===== config.mk =====
export PLATFORM = sky130hd
export DESIGN_NAME = uart_rx
export DESIGN_NICKNAME = d
export VERILOG_FILES = /design/src/rtl/uart_pkg.sv /design/src/rtl/uart_rx_sync_2ff.sv /design/src/rtl/uart_rx.sv
export SDC_FILE = /design/constraint.sdc
export NUM_CORES = 1
export LEC_CHECK = 0
export CELL_PAD_IN_SITES_DETAIL_PLACEMENT = 1
export CELL_PAD_IN_SITES_GLOBAL_PLACEMENT = 1
export CORE_UTILIZATION = 47
export DETAILED_ROUTE_END_ITERATION = 16
export PLACE_DENSITY = 0.88
export SLEW_MARGIN = 10
export SYNTH_ARGS = -nofsm -noshare
export SYNTH_HDL_FRONTEND = slang
export SYNTH_SLANG_ARGS = --single-unit

===== constraint.sdc =====
create_clock -name clk -period 6.2 [get_ports clk]
set_clock_uncertainty 0.1 [all_clocks]
set_input_delay 1.24 -clock clk [delete_from_list [all_inputs] [get_ports clk]]
set_output_delay 1.24 -clock clk [all_outputs]
set_load 0.1 [all_outputs]

===== src/rtl/uart_pkg.sv =====
// Shared UART constants and the receiver state encoding.
// The bit period is shared with the console transmitter so both sides agree on baud rate.
package uart_pkg;

  // 100 MHz system clock divided down to 9600 baud
  localparam int UART_CYCLES_PER_BIT = 10416;

  // 8N1 framing: eight data bits, LSB first
  localparam int UART_DATA_BITS = 8;

  // Receiver state encoding
  localparam logic [2:0] RX_ENC_IDLE      = 3'd0;
  localparam logic [2:0] RX_ENC_START     = 3'd1;
  localparam logic [2:0] RX_ENC_DATA      = 3'd2;
  localparam logic [2:0] RX_ENC_STOP      = 3'd3;
  localparam logic [2:0] RX_ENC_WAIT_HIGH = 3'd4;

  typedef enum logic [2:0] {
    RX_IDLE      = RX_ENC_IDLE,
    RX_START     = RX_ENC_START,
    RX_DATA      = RX_ENC_DATA,
    RX_STOP      = RX_ENC_STOP,
    RX_WAIT_HIGH = RX_ENC_WAIT_HIGH
  } rx_state_t;

endpackage


===== src/rtl/uart_rx_sync_2ff.sv =====
// Generic two-flop synchroniser for bringing asynchronous levels into the clk domain.
// RESET_VALUE lets the caller pick the idle level, so a serial line does not look
// active while the system comes out of reset.
module sync_2ff #(
  parameter int               WIDTH       = 1,
  parameter logic [WIDTH-1:0] RESET_VALUE = '0
) (
  input  logic             clk,
  input  logic             reset,
  input  logic [WIDTH-1:0] d,
  output logic [WIDTH-1:0] q
);

  logic [WIDTH-1:0] meta;

  // First flop may go metastable; the second gives it a full cycle to settle
  always_ff @(posedge clk) begin
    if (reset) begin
      meta <= RESET_VALUE;
      q    <= RESET_VALUE;
    end else begin
      meta <= d;
      q    <= meta;
    end
  end

endmodule


===== src/rtl/uart_rx.sv =====
// 8N1 UART receiver, LSB first. The rx pin is synchronised, the start bit is
// confirmed at its midpoint, and every following bit is sampled at mid-bit.
// Received bytes go into a one-entry valid/ready holding register; framing
// errors and bytes dropped because the register is full are reported as
// single-cycle pulses.
module uart_rx
  import uart_pkg::*;
#(
  parameter int CYCLES_PER_BIT = UART_CYCLES_PER_BIT
) (
  input  logic                      clk,
  input  logic                      reset,
  input  logic                      rx,
  output logic [UART_DATA_BITS-1:0] data,
  output logic                      valid,
  input  logic                      ready,
  output logic                      frame_err,
  output logic                      overrun,
  output logic                      busy
);

  localparam int CNT_W = $clog2(CYCLES_PER_BIT);

  // Last count of the half-bit wait in START and of a full bit in DATA/STOP
  localparam logic [CNT_W-1:0] HALF_LAST = CNT_W'(CYCLES_PER_BIT / 2 - 1);
  localparam logic [CNT_W-1:0] BIT_LAST  = CNT_W'(CYCLES_PER_BIT - 1);
  localparam logic [2:0]       IDX_LAST  = 3'(UART_DATA_BITS - 1);

  rx_state_t                 state;
  logic [CNT_W-1:0]          cnt;
  logic [2:0]                bit_idx;
  logic [UART_DATA_BITS-1:0] shreg;
  logic                      rxs;
  logic                      commit;

  // The line idles high, so the synchroniser resets to 1 to avoid a false start
  sync_2ff #(
    .WIDTH       (1),
    .RESET_VALUE (1'b1)
  ) u_sync (
    .clk   (clk),
    .reset (reset),
    .d     (rx),
    .q     (rxs)
  );

  // A good stop bit hands the assembled byte to the holding register this cycle
  assign commit = (state == RX_STOP) && (cnt == BIT_LAST) && rxs;

  assign busy = (state != RX_IDLE);

  // Frame sequencer: cnt is cleared on every state change so it never wraps
  always_ff @(posedge clk) begin
    if (reset) begin
      state     <= RX_IDLE;
      cnt       <= '0;
      bit_idx   <= '0;
      shreg     <= '0;
      frame_err <= 1'b0;
    end else begin
      frame_err <= 1'b0;
      case (state)
        RX_IDLE: begin
          if (!rxs) begin
            cnt   <= '0;
            state <= RX_START;
          end
        end

        RX_START: begin
          if (cnt == HALF_LAST) begin
            cnt <= '0;
            if (rxs) begin
              state <= RX_IDLE;
            end else begin
              bit_idx <= '0;
              state   <= RX_DATA;
            end
          end else begin
            cnt <= cnt + CNT_W'(1);
          end
        end

        RX_DATA: begin
          if (cnt == BIT_LAST) begin
            cnt   <= '0;
            shreg <= {rxs, shreg[UART_DATA_BITS-1:1]};
            if (bit_idx == IDX_LAST) begin
              bit_idx <= '0;
              state   <= RX_STOP;
            end else begin
              bit_idx <= bit_idx + 3'd1;
            end
          end else begin
            cnt <= cnt + CNT_W'(1);
          end
        end

        RX_STOP: begin
          if (cnt == BIT_LAST) begin
            cnt <= '0;
            if (rxs) begin
              state <= RX_IDLE;
            end else begin
              frame_err <= 1'b1;
              state     <= RX_WAIT_HIGH;
            end
          end else begin
            cnt <= cnt + CNT_W'(1);
          end
        end

        RX_WAIT_HIGH: begin
          if (rxs) begin
            cnt   <= '0;
            state <= RX_IDLE;
          end
        end

        default: begin
          cnt   <= '0;
          state <= RX_IDLE;
        end
      endcase
    end
  end

  // One-entry holding register; a full register with no consumer drops the new byte
  always_ff @(posedge clk) begin
    if (reset) begin
      data    <= '0;
      valid   <= 1'b0;
      overrun <= 1'b0;
    end else begin
      overrun <= 1'b0;
      if (commit) begin
        if (!valid || ready) begin
          data  <= shreg;
          valid <= 1'b1;
        end else begin
          overrun <= 1'b1;
        end
      end else if (valid && ready) begin
        valid <= 1'b0;
      end
    end
  end

endmodule

# --- Yosys cells after proc, flatten, opt, wreduce, memory -nomap -nowiden ---
# Index checks and enable logic that the tools add are counted.
totals:
  ff_bits: 41
  latchBits: 0
  ramBits: 0
  mem_bits_ro: 0
  input_bits: 4
  output_inout_bits: 12
  elab_cells: 72
  mem_count: 0
op_classes:
  add_sub_neg: 2
  n_mul: 0
  n_div: 0
  magnitude_cmp: 0
  eq_ne: 15
  n_shift: 0
  mux: 24
  bitwise_logic: 3
  n_reduce_logical: 18
op_table:
  columns: ["cell", "n"]
  rows:
  - ["2-to-1 mux 14 bit", 4]
  - ["case mux 14 bit (4 select lines)", 1]
  - ["2-to-1 mux 3 bit", 11]
  - ["case mux 3 bit (5 select lines)", 1]
  - ["adder 14 x 1 -> 14 bit, second input constant", 1]
  - ["equality test 14 x 13 -> 1 bit, second input constant", 1]
  - ["equality test 14 bit, second input constant", 1]
  - ["!= test 2 bit, second input constant", 5]
  - ["AND reduction 2 bit", 4]
  - ["equality test 3 x 2 -> 1 bit, second input constant", 2]
  - ["equality test 3 bit, second input constant", 2]
  - ["!= test 2 x 1 -> 1 bit, second input constant", 3]
  - ["case mux 3 bit (2 select lines)", 1]
  - ["AND reduction 6 bit", 1]
  - ["2-to-1 mux 1 bit", 5]
  - ["AND reduction 4 bit", 1]
  - ["nonzero test 2 bit", 2]
  - ["OR reduction 2 bit", 2]
  - ["adder 3 x 1 -> 3 bit, second input constant", 1]
  - ["equality test 3 x 1 -> 1 bit, second input constant", 1]
  - ["logical AND 1 bit", 3]
  - ["zero test 3 bit", 1]
  - ["NOT 1 bit", 3]
  - ["nonzero test 3 bit", 1]
  - ["other kinds (4)", 4]

# --- Depth between registers and ports, before layout ---
logic_depth:
  word_depth: 5
  mapped_depth: 8
  depth_no_buf: 6

# --- By module ---
# A second synthesis with hierarchy kept.
unflattened:
  cells_unflattened: 208
  hier_area_um2: 1881.8
modules_own_cells:
  columns: ["module", "n_inst", "cells_per_inst", "area_per_inst_um2", "seq_area_each_um2"]
  rows:
  - ["uart_rx", 1, 204, 1829.3, 780.7]
  - ["sync_2ff", 1, 4, 52.6, 40.0]

# --- Worst setup path after synthesis ---
# Ideal clock, no wire load.
synth_path:
  kind: "register -> output"
  from: "register state[1]"
  to: "output busy"
  arrival_time_ps: 1283
  required_time_ps: 4860
  slack_ps: 3577
  stages_incl_launch_ff: 3
  path_buffers: 1
  cell_sequence: "dfxtp_1 -> clkbuf_1 -> or3_1"
synth_via:
  elab_chain_cells: 1
synth_rtl:
  columns: ["item", "line_no", "source"]
  rows:
  - ["start, declared", "uart_rx.sv:29", "rx_state_t state;"]
  - ["start signal, assigned", "uart_rx.sv:55", "state <= RX_IDLE;"]
  - ["start signal, assigned", "uart_rx.sv:66", "state <= RX_START;"]
  - ["start signal, assigned", "uart_rx.sv:74", "state <= RX_IDLE;"]
  - ["nonzero test 3 bit", "uart_rx.sv:50", "assign busy = (state != RX_IDLE);"]
  - ["end, declared", "uart_rx.sv:19", "output logic busy"]
# No other way between the ends.

# --- Final worst setup path ---
layout_path:
  from: "register state[0]"
  to: "output busy"
# Same word-level chain as after synthesis.

==> reports/results.ini <==
[clock_tree]
cts_tree = built
clkLatencyLatePin_ns = 0.30
cts_buffer_depth = 2
postCtsSetupBuffers = 0
cts.sinks = 41
cts_hold_buffers = 0
cts_resized = 0
numCtsBuffers = 5
htree_levels = 2
path_clk_slew_ns = 0.08
root_buffer = clkbuf_8

[die]
die_x_um = 66.2
initial_core_util_pct = 51.0
die_area_um2 = 4380
die_h_um = 66.2
pin_count = 16
core_area_um2 = 3800
rows = 22

[timing]
rsz0062_at_grt = false
worst_pin_slew_ns = 1.06
fmax_mhz = 292
maxSlewViolCount = 0
setup_tns_ns = 0
setup_violations = 0
min_period_ns = 3.42
hold_slack_ns = 0.325
hold_viol = 0
relSlewSlack_pct = 29.3
fin_crit_sh_pct = 55.2

[routing]
ant_nets = 0
via_per_inst = 6.08
vias = 1684
wirelength_um = 4810
drt_first_pass_iters = 4
wl_per_cell_um = 17.4
drc_errors = 0
drtIter0Drc = 120

[synthesis]
yosysSeqAreaShare_pct = 42.4
synth_area_leader_cell = dfxtp_1
synth_area_leaders = dfxtp_1, mux2i_1, nor2_1, nand3_1, a31oi_1
synth_edf_count = 0
synth.distinct_cells = 45
synth_most_common_cell = dfxtp_1
synth-seq-cells = 41
netlist.area_leader.share_pct = 42.4
synth-main-ff-cell = dfxtp_1
synthesis.area_um2 = 1940
async_reset_ff_share_pct = 0
syn_avg_cell_area_um2 = 8.84
yosys_warnings = 0
syn_inst = 219
syn_nets = 226
synthTopCellsByCount = dfxtp_1, nor2_1, mux2i_1

[global_route]
antenna_found_initial = 0
grt_pass1_wl_um = 8070
grt_start_max_net_pins = 38
grt_usage_pct = 25.1
grt.overflow.total = 0
grt_pass1_vias = 1665

[power_and_ir_drop]
p_per_area_nw_per_um2 = 263
leakage_nw = 0.854
power.total_mw = 0.572
vdd_drop_max_v = 0.000153

[final_layout]
insertedDiodeCount = 0
drive_gt1_share_pct = 6.99
fin_area_um2 = 2180
final_nets = 235
areaGrowthSynthToFinish_pct = 12.5

[critical_path]
cp.arrival_ns = 2.08
startpoint = state[0]
start_kind = register
cp_max_fo = 9
criticalPathCategory = reg -> out
cp.required_ns = 4.86
rr_startpoint = cnt[0]
end_kind = output pin

[flow_run]
cap_violations = 0

[run_status]
status = completed

[placement]
placed_cell_area_um2 = 2080
io_buffers = 15
dp_hpwl_um = 3410
place_congestion = 0.852

[hold_path]
hold_path_class = reg -> reg
min_from = u_sync.meta

layout by cell type, fill, tap and decap left out, types with 4 or more instances in the layout:
| master | Yosys | final |
|---|---|---|
| and3_1 | 6 | 6 |
| nor2_1 | 28 | 28 |
| a31oi_1 | 10 | 10 |
| nor3_1 | 7 | 7 |
| nand3_1 | 13 | 13 |
| dfxtp_1 | 41 | 41 |
| a21oi_1 | 5 | 5 |
| mux2i_1 | 18 | 18 |
| clkbuf_8 | 0 | 6 |
| inv_1 | 9 | 9 |
| clkdlybuf4s50_1 | 0 | 15 |
| nand2b_1 | 4 | 4 |
| nand2_1 | 10 | 10 |
through the flow:
| step | util [%] | cells | worst slack, ns |
|---|---|---|---|
| 2_1_floorplan | - | 219 | 3.58 |
| 3_3_place_gp | 54.8 | 269 | 2.94 |
| 3_5_place_dp | 54.8 | 269 | 2.81 |
| 4_1_cts | 57.3 | 277 | 2.77 |
| 5_1_grt | 57.3 | 277 | 2.66 |
| 6_report | 57.3 | 277 | 2.78 |
cell type report:
class,instances,area [µm²]
Fill cell,459,1620
Multi-Input combinational cell,154,1000
Sequential cell,41,821
Timing Repair Buffer,17,165
Clock buffer,6,82.6
Tap cell,48,60.1
Inverter,9,33.8
Clock inverter,2,13.8
per-layer routing:
layer,wire (µm),vias to the layer above,track usage (%),share of wire (%)
met5,0,-,0,0
met3,153,9,4.83,3.2
li1,-,810,-,-
met2,2360,34,41.5,49
met4,107,0,12.0,2.2
met1,2190,831,31.2,46
power breakdown:
group,internal [mW],switching (mW)
Combinational,0.0318,0.0686
Sequential,0.270,0.0119
Clock,0.0903,0.0986
worst max-delay path, cell delays in order (launching register included):
cell	delay, ns
dfxtp_1	0.50
or3_1	0.16
clkdlybuf4s50_1	1.12
flip-flops by register name (all words and copies together), names as in the netlist:
register     count
shreg            8
overrun          1
bit_idx          3
u_sync.meta      1
frame_err        1
valid            1
cnt             14
u_sync.q         1
state            3
data             8
worst paths after layout:
check | cells after the start | slack (ns) | endpoint
min reg2reg | 1 | 0.32 | u_sync.q
min | 1 | 0.32 | u_sync.q
max reg2reg | 6 | 3.28 | cnt[5]
max | 2 | 2.78 | busy
logic make-up after synthesis:
family	count (synthesis)	synth area share [%]
compound gates	37	13.5
xor+xnor	1	0.453
fa+ha+maj	3	1.94
buf+inv	24	5.88
flops	41	42.4
mux	18	9.31
simple gates	95	26.5
(Power assumes the default switching activity.)
